## src/rtl/mem_arbiter.sv

```systemverilog
// mem_arbiter
//   Arbitrates an instruction-fetch read port and a data port (read/write)
//   onto one shared SRAM bus. Only one access is in flight at a time.
//   When both ports request in the same IDLE cycle, the port that did not
//   own the previous access wins (last_owner alternation).
//   Bus outputs are registered. They are loaded from the winner's request
//   on grant and cleared when the access ends, so requester changes during
//   an access never reach the bus.
//   Build macro MEM_ARB_TIMEOUT_EN: enables the ack-wait timeout counter and
//   the sticky timeout_o flag. Without it an access waits for ack forever.
module mem_arbiter #(
  parameter int unsigned TIMEOUT_CYCLES = 32'd255
) (
  input  logic        clk,
  input  logic        rst,
  // instruction fetch port
  input  logic        if_ce_i,
  input  logic [31:0] if_addr_i,
  output logic [31:0] if_data_o,
  output logic        stallreq_if_o,
  // data port
  input  logic        mem_ce_i,
  input  logic        mem_we_i,
  input  logic [31:0] mem_addr_i,
  input  logic [3:0]  mem_sel_i,
  input  logic [31:0] mem_data_i,
  output logic [31:0] mem_data_o,
  output logic        stallreq_mem_o,
  // shared SRAM bus
  output logic        bus_ce_o,
  output logic        bus_we_o,
  output logic [31:0] bus_addr_o,
  output logic [3:0]  bus_sel_o,
  output logic [31:0] bus_wdata_o,
  input  logic [31:0] bus_rdata_i,
  input  logic        bus_ack_i,
  // sticky bus-timeout flag
  output logic        timeout_o
);

  typedef enum logic [1:0] {
    S_IDLE    = 2'd0,
    S_IF_ACC  = 2'd1,
    S_MEM_ACC = 2'd2,
    S_DONE    = 2'd3
  } state_t;

  localparam logic OWN_IF  = 1'b0;
  localparam logic OWN_MEM = 1'b1;

  // Reject ack wait limits outside the 8-bit counter range at elaboration.
  if ((TIMEOUT_CYCLES < 32'd1) || (TIMEOUT_CYCLES > 32'd255)) begin : g_bad_timeout
    $error("mem_arbiter: TIMEOUT_CYCLES must be in 1..255");
  end

  state_t      state_q, state_d;
  logic        owner_q, owner_d;
  logic        last_owner_q, last_owner_d;
  logic        bus_ce_q, bus_ce_d;
  logic        bus_we_q, bus_we_d;
  logic [31:0] bus_addr_q, bus_addr_d;
  logic [3:0]  bus_sel_q, bus_sel_d;
  logic [31:0] bus_wdata_q, bus_wdata_d;
  logic [31:0] if_data_q, if_data_d;
  logic [31:0] mem_data_q, mem_data_d;

  logic        grant_mem_s;
  logic        grant_if_s;
  logic        access_end_s;

`ifdef MEM_ARB_TIMEOUT_EN
  // The access gives up in the cycle where the counter already holds
  // TIMEOUT_CYCLES-1 and still no ack arrives, i.e. after TIMEOUT_CYCLES
  // access cycles.
  localparam logic [7:0] TO_LAST = 8'(TIMEOUT_CYCLES - 32'd1);

  logic [7:0]  cnt_q, cnt_d;
  logic        timeout_q, timeout_d;
`endif

  // The data port wins when alone or when the fetch port owned the last access.
  assign grant_mem_s = mem_ce_i & (~if_ce_i | (last_owner_q == OWN_IF));
  assign grant_if_s  = if_ce_i & ~grant_mem_s;

  // Next-state, bus latch, read-data capture and timeout bookkeeping.
  always_comb begin
    state_d      = state_q;
    owner_d      = owner_q;
    last_owner_d = last_owner_q;
    bus_ce_d     = bus_ce_q;
    bus_we_d     = bus_we_q;
    bus_addr_d   = bus_addr_q;
    bus_sel_d    = bus_sel_q;
    bus_wdata_d  = bus_wdata_q;
    if_data_d    = if_data_q;
    mem_data_d   = mem_data_q;
    access_end_s = 1'b0;
`ifdef MEM_ARB_TIMEOUT_EN
    cnt_d        = cnt_q;
    timeout_d    = timeout_q;
`endif

    case (state_q)
      S_IDLE: begin
        if (grant_mem_s) begin
          state_d     = S_MEM_ACC;
          owner_d     = OWN_MEM;
          bus_ce_d    = 1'b1;
          bus_we_d    = mem_we_i;
          bus_addr_d  = mem_addr_i;
          bus_sel_d   = mem_sel_i;
          bus_wdata_d = mem_data_i;
`ifdef MEM_ARB_TIMEOUT_EN
          cnt_d       = 8'd0;
`endif
        end else if (grant_if_s) begin
          state_d     = S_IF_ACC;
          owner_d     = OWN_IF;
          bus_ce_d    = 1'b1;
          bus_we_d    = 1'b0;
          bus_addr_d  = if_addr_i;
          bus_sel_d   = 4'b1111;
          bus_wdata_d = 32'h0000_0000;
`ifdef MEM_ARB_TIMEOUT_EN
          cnt_d       = 8'd0;
`endif
        end else begin
          state_d = S_IDLE;
        end
      end

      S_IF_ACC, S_MEM_ACC: begin
        if (bus_ack_i) begin
          access_end_s = 1'b1;
          // Only reads return data; a write leaves both data registers alone.
          if (!bus_we_q) begin
            if (owner_q == OWN_MEM) begin
              mem_data_d = bus_rdata_i;
            end else begin
              if_data_d = bus_rdata_i;
            end
          end else begin
            mem_data_d = mem_data_q;
          end
        end
`ifdef MEM_ARB_TIMEOUT_EN
        else if (cnt_q == TO_LAST) begin
          // Abandoned access: a read returns zero so the core does not see stale data.
          access_end_s = 1'b1;
          timeout_d    = 1'b1;
          if (!bus_we_q) begin
            if (owner_q == OWN_MEM) begin
              mem_data_d = 32'h0000_0000;
            end else begin
              if_data_d = 32'h0000_0000;
            end
          end else begin
            mem_data_d = mem_data_q;
          end
        end else begin
          cnt_d = cnt_q + 8'd1;
        end
`else
        else begin
          state_d = state_q;
        end
`endif
      end

      S_DONE: begin
        // One-cycle completion window; the owner's stall drops here.
        state_d = S_IDLE;
      end

      default: begin
        state_d  = S_IDLE;
        bus_ce_d = 1'b0;
      end
    endcase

    // Common access wrap-up: release the bus and remember who owned it.
    if (access_end_s) begin
      state_d      = S_DONE;
      last_owner_d = owner_q;
      bus_ce_d     = 1'b0;
      bus_we_d     = 1'b0;
      bus_addr_d   = 32'h0000_0000;
      bus_sel_d    = 4'b0000;
      bus_wdata_d  = 32'h0000_0000;
    end else begin
      last_owner_d = last_owner_d;
    end
  end

  // State, ownership, bus and read-data registers with asynchronous clear.
  always_ff @(posedge clk or negedge rst) begin
    if (!rst) begin
      state_q      <= S_IDLE;
      owner_q      <= OWN_IF;
      last_owner_q <= OWN_IF;
      bus_ce_q     <= 1'b0;
      bus_we_q     <= 1'b0;
      bus_addr_q   <= 32'h0000_0000;
      bus_sel_q    <= 4'b0000;
      bus_wdata_q  <= 32'h0000_0000;
      if_data_q    <= 32'h0000_0000;
      mem_data_q   <= 32'h0000_0000;
    end else begin
      state_q      <= state_d;
      owner_q      <= owner_d;
      last_owner_q <= last_owner_d;
      bus_ce_q     <= bus_ce_d;
      bus_we_q     <= bus_we_d;
      bus_addr_q   <= bus_addr_d;
      bus_sel_q    <= bus_sel_d;
      bus_wdata_q  <= bus_wdata_d;
      if_data_q    <= if_data_d;
      mem_data_q   <= mem_data_d;
    end
  end

`ifdef MEM_ARB_TIMEOUT_EN
  // Ack-wait counter and sticky timeout flag; only a reset clears the flag.
  always_ff @(posedge clk or negedge rst) begin
    if (!rst) begin
      cnt_q     <= 8'd0;
      timeout_q <= 1'b0;
    end else begin
      cnt_q     <= cnt_d;
      timeout_q <= timeout_d;
    end
  end

  assign timeout_o = timeout_q;
`else
  assign timeout_o = 1'b0;
`endif

  // Stall each requester until its own access reaches DONE.
  assign stallreq_if_o  = if_ce_i  & ~((state_q == S_DONE) & (owner_q == OWN_IF));
  assign stallreq_mem_o = mem_ce_i & ~((state_q == S_DONE) & (owner_q == OWN_MEM));

  assign if_data_o   = if_data_q;
  assign mem_data_o  = mem_data_q;
  assign bus_ce_o    = bus_ce_q;
  assign bus_we_o    = bus_we_q;
  assign bus_addr_o  = bus_addr_q;
  assign bus_sel_o   = bus_sel_q;
  assign bus_wdata_o = bus_wdata_q;

endmodule

```

## config.mk

```make
export PLATFORM = sky130hd
export DESIGN_NAME = mem_arbiter
export DESIGN_NICKNAME = d
export VERILOG_FILES = /design/src/rtl/mem_arbiter.sv
export SDC_FILE = /design/constraint.sdc
export NUM_CORES = 1
export LEC_CHECK = 0
export ABC_AREA = 0
export CORE_MARGIN = 2
export CORE_UTILIZATION = 42
export CTS_BUF_LIST = sky130_fd_sc_hd__clkbuf_8
export CTS_CLUSTER_SIZE = 20
export DETAILED_ROUTE_END_ITERATION = 6
export PLACE_DENSITY = 0.83
export SLEW_MARGIN = 20
export SYNTH_ARGS = -nofsm -noshare
export SYNTH_HDL_FRONTEND = slang
export SYNTH_SLANG_ARGS = --single-unit
```

## constraint.sdc

```tcl
create_clock -name clk -period 2.6 [get_ports clk]
set_clock_uncertainty 0.2 [all_clocks]
set_input_delay 0.39 -clock clk [delete_from_list [all_inputs] [get_ports clk]]
set_output_delay 0.39 -clock clk [all_outputs]
set_load 0.005 [all_outputs]
```

# Word level (Yosys, flattened, before mapping)
# Index checks and enable logic that the tools add are counted.
dict set report totals {
  out_inout_bits 137
  wordCells 64
  input_bits 138
  reg_bits 138
}
dict set report op_classes {
  n_mux 27
  n_eq_ne 4
  n_reduce_logical 9
  bitwise 14
}
# operator n
set op_table {}
lappend op_table {{32-bit 2-to-1 mux} 8}
lappend op_table {{4-bit 2-to-1 mux} 4}
lappend op_table {{1-bit 2-to-1 mux} 12}
lappend op_table {{4-bit AND reduction} 2}
lappend op_table {{1-bit inverter} 7}
lappend op_table {{1-bit bitwise AND} 6}
lappend op_table {{2-bit == test, second input constant} 2}
lappend op_table {{2-bit 2-to-1 mux} 2}
lappend op_table {{2-bit one-hot mux with 2 select lines} 1}
lappend op_table {{2-bit AND reduction} 2}
lappend op_table {{2-bit nonzero test} 2}
lappend op_table {{3-bit nonzero test} 1}
lappend op_table {{2-bit by 1-bit == test with 1-bit output, second input constant} 1}
lappend op_table {{2-bit logical NOT} 1}
lappend op_table {{2-bit != test, second input constant} 1}
lappend op_table {{2-bit OR reduction} 1}
lappend op_table {{1-bit bitwise OR} 1}

# Logic depth before layout (Yosys ltp)
dict set report logic_depth {
  word_depth 9
  depth_mapped 7
  depth_no_buf 5
}

# Least setup slack after synthesis
# Ideal clock, no wire load.
dict set report synth_path {
  path_kind {register to register}
  from {register state_q[0]}
  to {register mem_data_q[10], in the netlist mem_data_o[10]}
  t_arrival_ns 1.696
  setup_slack_ns 0.579
  path_stages_with_launch 8
  setup_time_ns 0.125
  path_buffers 2
  t_required_ns 2.275
  period_less_slack_ns 2.021
  cell_sequence {dfrtp_1 inv_1 ha_1 nand2_2 or3_1 buf_2 buf_6 mux2_4}
}
dict set report synth_via {
  elab_chain_len 3
  elab_cells_between_ends 4
  classes_between {eq/ne (2); reduce/logical (2)}
}
# item line
set synth_rtl {}
lappend synth_rtl {{start: declaration} 56} ;# state_t state_q, state_d;
lappend synth_rtl {{start signal: assignment} 209} ;# state_q <= state_d;
lappend synth_rtl {{2-bit by 1-bit == test with 1-bit output or 2-bit == test (tied branches)} 103} ;# case (state_q)
lappend synth_rtl {{2-bit OR reduction *} 103}
lappend synth_rtl {{4-bit AND reduction (no source line) *} --}
lappend synth_rtl {{end signal: assignment} 218} ;# mem_data_q <= mem_data_d;
lappend synth_rtl {{end: declaration} 65} ;# logic [31:0] mem_data_q, mem_data_d;
# Every way passes the cells marked *; elsewhere a longest branch is shown, timed or not.
# A chain may end at the register's enable or synchronous reset.

# Worst setup path in the final report
dict set report layout_path {
  from {register state_q[0]}
  to {output stallreq_mem_o}
}
dict set report layout_via {
  elab_chain_len 4
}
# item line
set layout_rtl {}
lappend layout_rtl {{2-bit == test} 241} ;# assign stallreq_mem_o = mem_ce_i & ~((state_q == S_DONE) & (owner_q == OWN_MEM));
lappend layout_rtl {{1-bit bitwise AND} 241}
lappend layout_rtl {{1-bit inverter} 241}
lappend layout_rtl {{1-bit bitwise AND} 241}
lappend layout_rtl {{end: declaration} 28} ;# output logic stallreq_mem_o,
# Every way passes these cells.

==> qor.yml <==
status:
  outcome: "complete, no violations"
sta:
  fmax_mhz: 417.9
  rsz0062_at_grt: "false"
  finalMaxSlewViolations: 0
  worst_pin_slew_ns: 0.6455
  setup_violations: 0
  finalCriticalPeriod_ns: 2.393
  period_share: 0.9204
  fin_setup_tns_ns: 0
  max_slew_margin: 0.5696
  hold_viol: 0
  setup_ws_ns: 0.2069
  hold_slack_ns: 0.2963
finish:
  fill_cells: 926
  nets: 838
  stdcell_area_um2: 8821
  area_growth_pct: 58.57
  layout-drive-gt1-share: 0.1563
  antenna_cells: 0
detailed_routing:
  drc_errors: 0
  vias: 4555
  drt_iter0_drc: 283
  drt-total-wl_um: 15800
  viasPerCell: 5.141
  drtPass1Iterations: 7
  wl_per_cell_um: 17.83
  ant_nets: 0
global_routing:
  grt_pass1_wl_um: 25220
  grt_pass1_vias: 4737
  antenna_found_initial: 0
  grt_use_total: 0.2280
  grt_remaining_overflow: 0
  grt_start_max_net_pins: 71
pwr:
  ir_worst_vdd_mv: 0.5380
  power.total_mw: 10.34
  power_density_nw_per_um2: 1172
  leakage_nw: 3.880
worst_setup_path:
  path_cells: "ha_1 -> a21boi_0 -> clkdlybuf4s50_1"
  r2r_start: "state_q[0]"
  crit_start: "state_q[0]"
  crit_type: "reg2out"
  cp_top_family: "buffers and inverters"
  reg2reg_to: "mem_data_o[23]"
  crit_fanout: 4
  r2r_cells: 6
  crit_required_ns: 2.01
  startpoint_type: "register"
  arrival_ns: 1.80
  r2r_setup_slack_ns: 0.37
  cp.depth: 3
  critPathBufInv: 1
  slowest_stage: "clkdlybuf4s50_1"
  critPathMaxStageDelay_ns: 0.53
  crit_path_end_kind: "primary output"
synthesis:
  synth_top_area_cell: "dfrtp_1"
  synth-edff-count: 0
  ys_top_cells_by_area: "dfrtp_1 62%, mux2_4 8.1%, mux2_2 6.5%"
  synth_top_area_share: 0.6208
  yosysWarnings: 0
  syn_area_per_cell_um2: 12.97
  synthDistinctLibCells: 30
  ys_ff_latch: 138
  synthArstFlopShare: 1.000
  netlist_area_um2: 5563
  synth_flop_cell: "dfrtp_1"
  yosysSeqAreaShare: 0.6208
  synth_fp_nets: 569
  syn_inst: 429
cts:
  cts_inserted_buffers: 17
  cts-root-buf: "clkbuf_8"
  clock_path_buffers: 2
  cts_tree: "done"
  cts_max_level: 4
  clk_latency_ns: 0.43
  numClockSinks: 138
  path_clk_slew_ns: 0.07
placement:
  pre_cts_ws_ns: 0.2338
  io_buffer_count: 273
  place_area_um2: 8487
  gp_congestion: 0.8187
  hpwl_um: 11400
floorplan:
  dieArea_um2: 14180
  fp.dieW_um: 119.1
  num_io_pins: 275
  core_um2: 13090
  die_h_um: 119.1
  rows: 42
  start_util: 0.4251
job:
  cap_violations: 0
min_path:
  hp-class: "in2async"
-- cells by family (layout without fill, tap and decap cells) --
logic type / Yosys count / after routing / share of synthesized area
buffers and inverters: 38 / 319 / 0.03261
muxes: 64 / 64 / 0.1498
adders and majority gates: 2 / 2 / 0.004498
AOI/OAI and AO/OA: 112 / 112 / 0.1388
other: 1 / 1 / 0.0006741
DFF: 138 / 138 / 0.6208
and+or+nand+nor: 74 / 74 / 0.05286
-- cells in the mapped netlist, types with 2 or more instances --
master    count
o221a_2       4
o21ai_0      35
ha_1          2
nand2_1      66
mux2_1        2
buf_2        10
mux2_4       30
clkbuf_1     20
a31oi_1      32
nor2_1        3
inv_1         4
dfrtp_1     138
buf_6         3
mux2_2       32
a22o_1       33
-- worst max-delay path by stage --
stage / endpoint / slack, ns
after CTS: stallreq_mem_o / 0.19
after floorplan: mem_data_o[10] / 0.58
after detailed placement: mem_data_o[10] / 0.23
after global placement: mem_data_o[12] / 0.28
final: stallreq_mem_o / 0.21
after global routing: stallreq_mem_o / 0.09
-- cell type report --
| type | instances | area [um2] | area share |
|---|---|---|---|
| inverter | 4 | 15.01 | 0.001702 |
| multi-input combinational | 253 | 1939 | 0.2199 |
| tap | 176 | 220.2 | 0.02496 |
| timing repair buffer | 284 | 2869 | 0.3252 |
| clock buffer | 19 | 261.5 | 0.02965 |
| sequential | 138 | 3453 | 0.3915 |
| clock inverter | 12 | 62.56 | 0.007092 |
-- layer usage --
layer  vias up  global-route usage  wire (um)
li1       2067                   -          -
met1      2248              0.2881       6423
met2       207              0.3710       7817
met3        33             0.06849       1150
met4         0             0.08482        407
met5         -                   0          0
-- flip-flops by register name, indices dropped and copies added (netlist names) --
register,count
mem_data_o,32
bus_wdata_o,32
bus_ce_o,1
state_q,2
owner_q,1
bus_addr_o,32
last_owner_q,1
if_data_o,32
bus_we_o,1
bus_sel_o,4
-- report_power, final --
part / total (mW) / switching, mW / internal, mW
registers: 3.83 / 0.624 / 3.21
clock network: 1.47 / 0.788 / 0.682
logic: 5.04 / 1.84 / 3.20
-- per-stage QoR --
stage,cells,utilization
floorplan,429,-
global placement,854,0.6486
detailed placement,854,0.6486
CTS,886,0.6741
global route,886,0.6741
finish,886,0.6741
-- worst register-to-register path, delay by kind of cell, from the launching register on --
family / cells / cell delay [ns]
and+or+nand+nor: 2 / 0.55
DFF: 1 / 0.39
adders and majority gates: 1 / 0.36
muxes: 1 / 0.33
buffers and inverters: 2 / 0.28
-- repair_timing --
item | 4_1_cts | 5_1_grt
hold buffers | 1 | 0
resized for setup | 0 | 0
hold endpoints to repair | 62 | 0
setup buffers | 0 | 0
-- cells in the final DEF (no fill, tap or decap), types with 2 or more instances in the layout --
cell / synthesis / routed
nor2_1: 3 / 2
mux2_1: 2 / 2
clkbuf_8: 0 / 19
inv_1: 4 / 8
clkinv_2: 0 / 6
a31oi_1: 32 / 32
clkdlybuf4s50_1: 0 / 272
mux2_4: 30 / 30
clkinv_4: 0 / 2
a22o_1: 33 / 33
nand2_1: 66 / 66
ha_1: 2 / 2
dfrtp_1: 138 / 138
o21ai_0: 35 / 35
buf_12: 0 / 4
o221a_2: 4 / 4
mux2_2: 32 / 32
buf_4: 1 / 6
No activity file was read; power rests on OpenSTA's default activity.
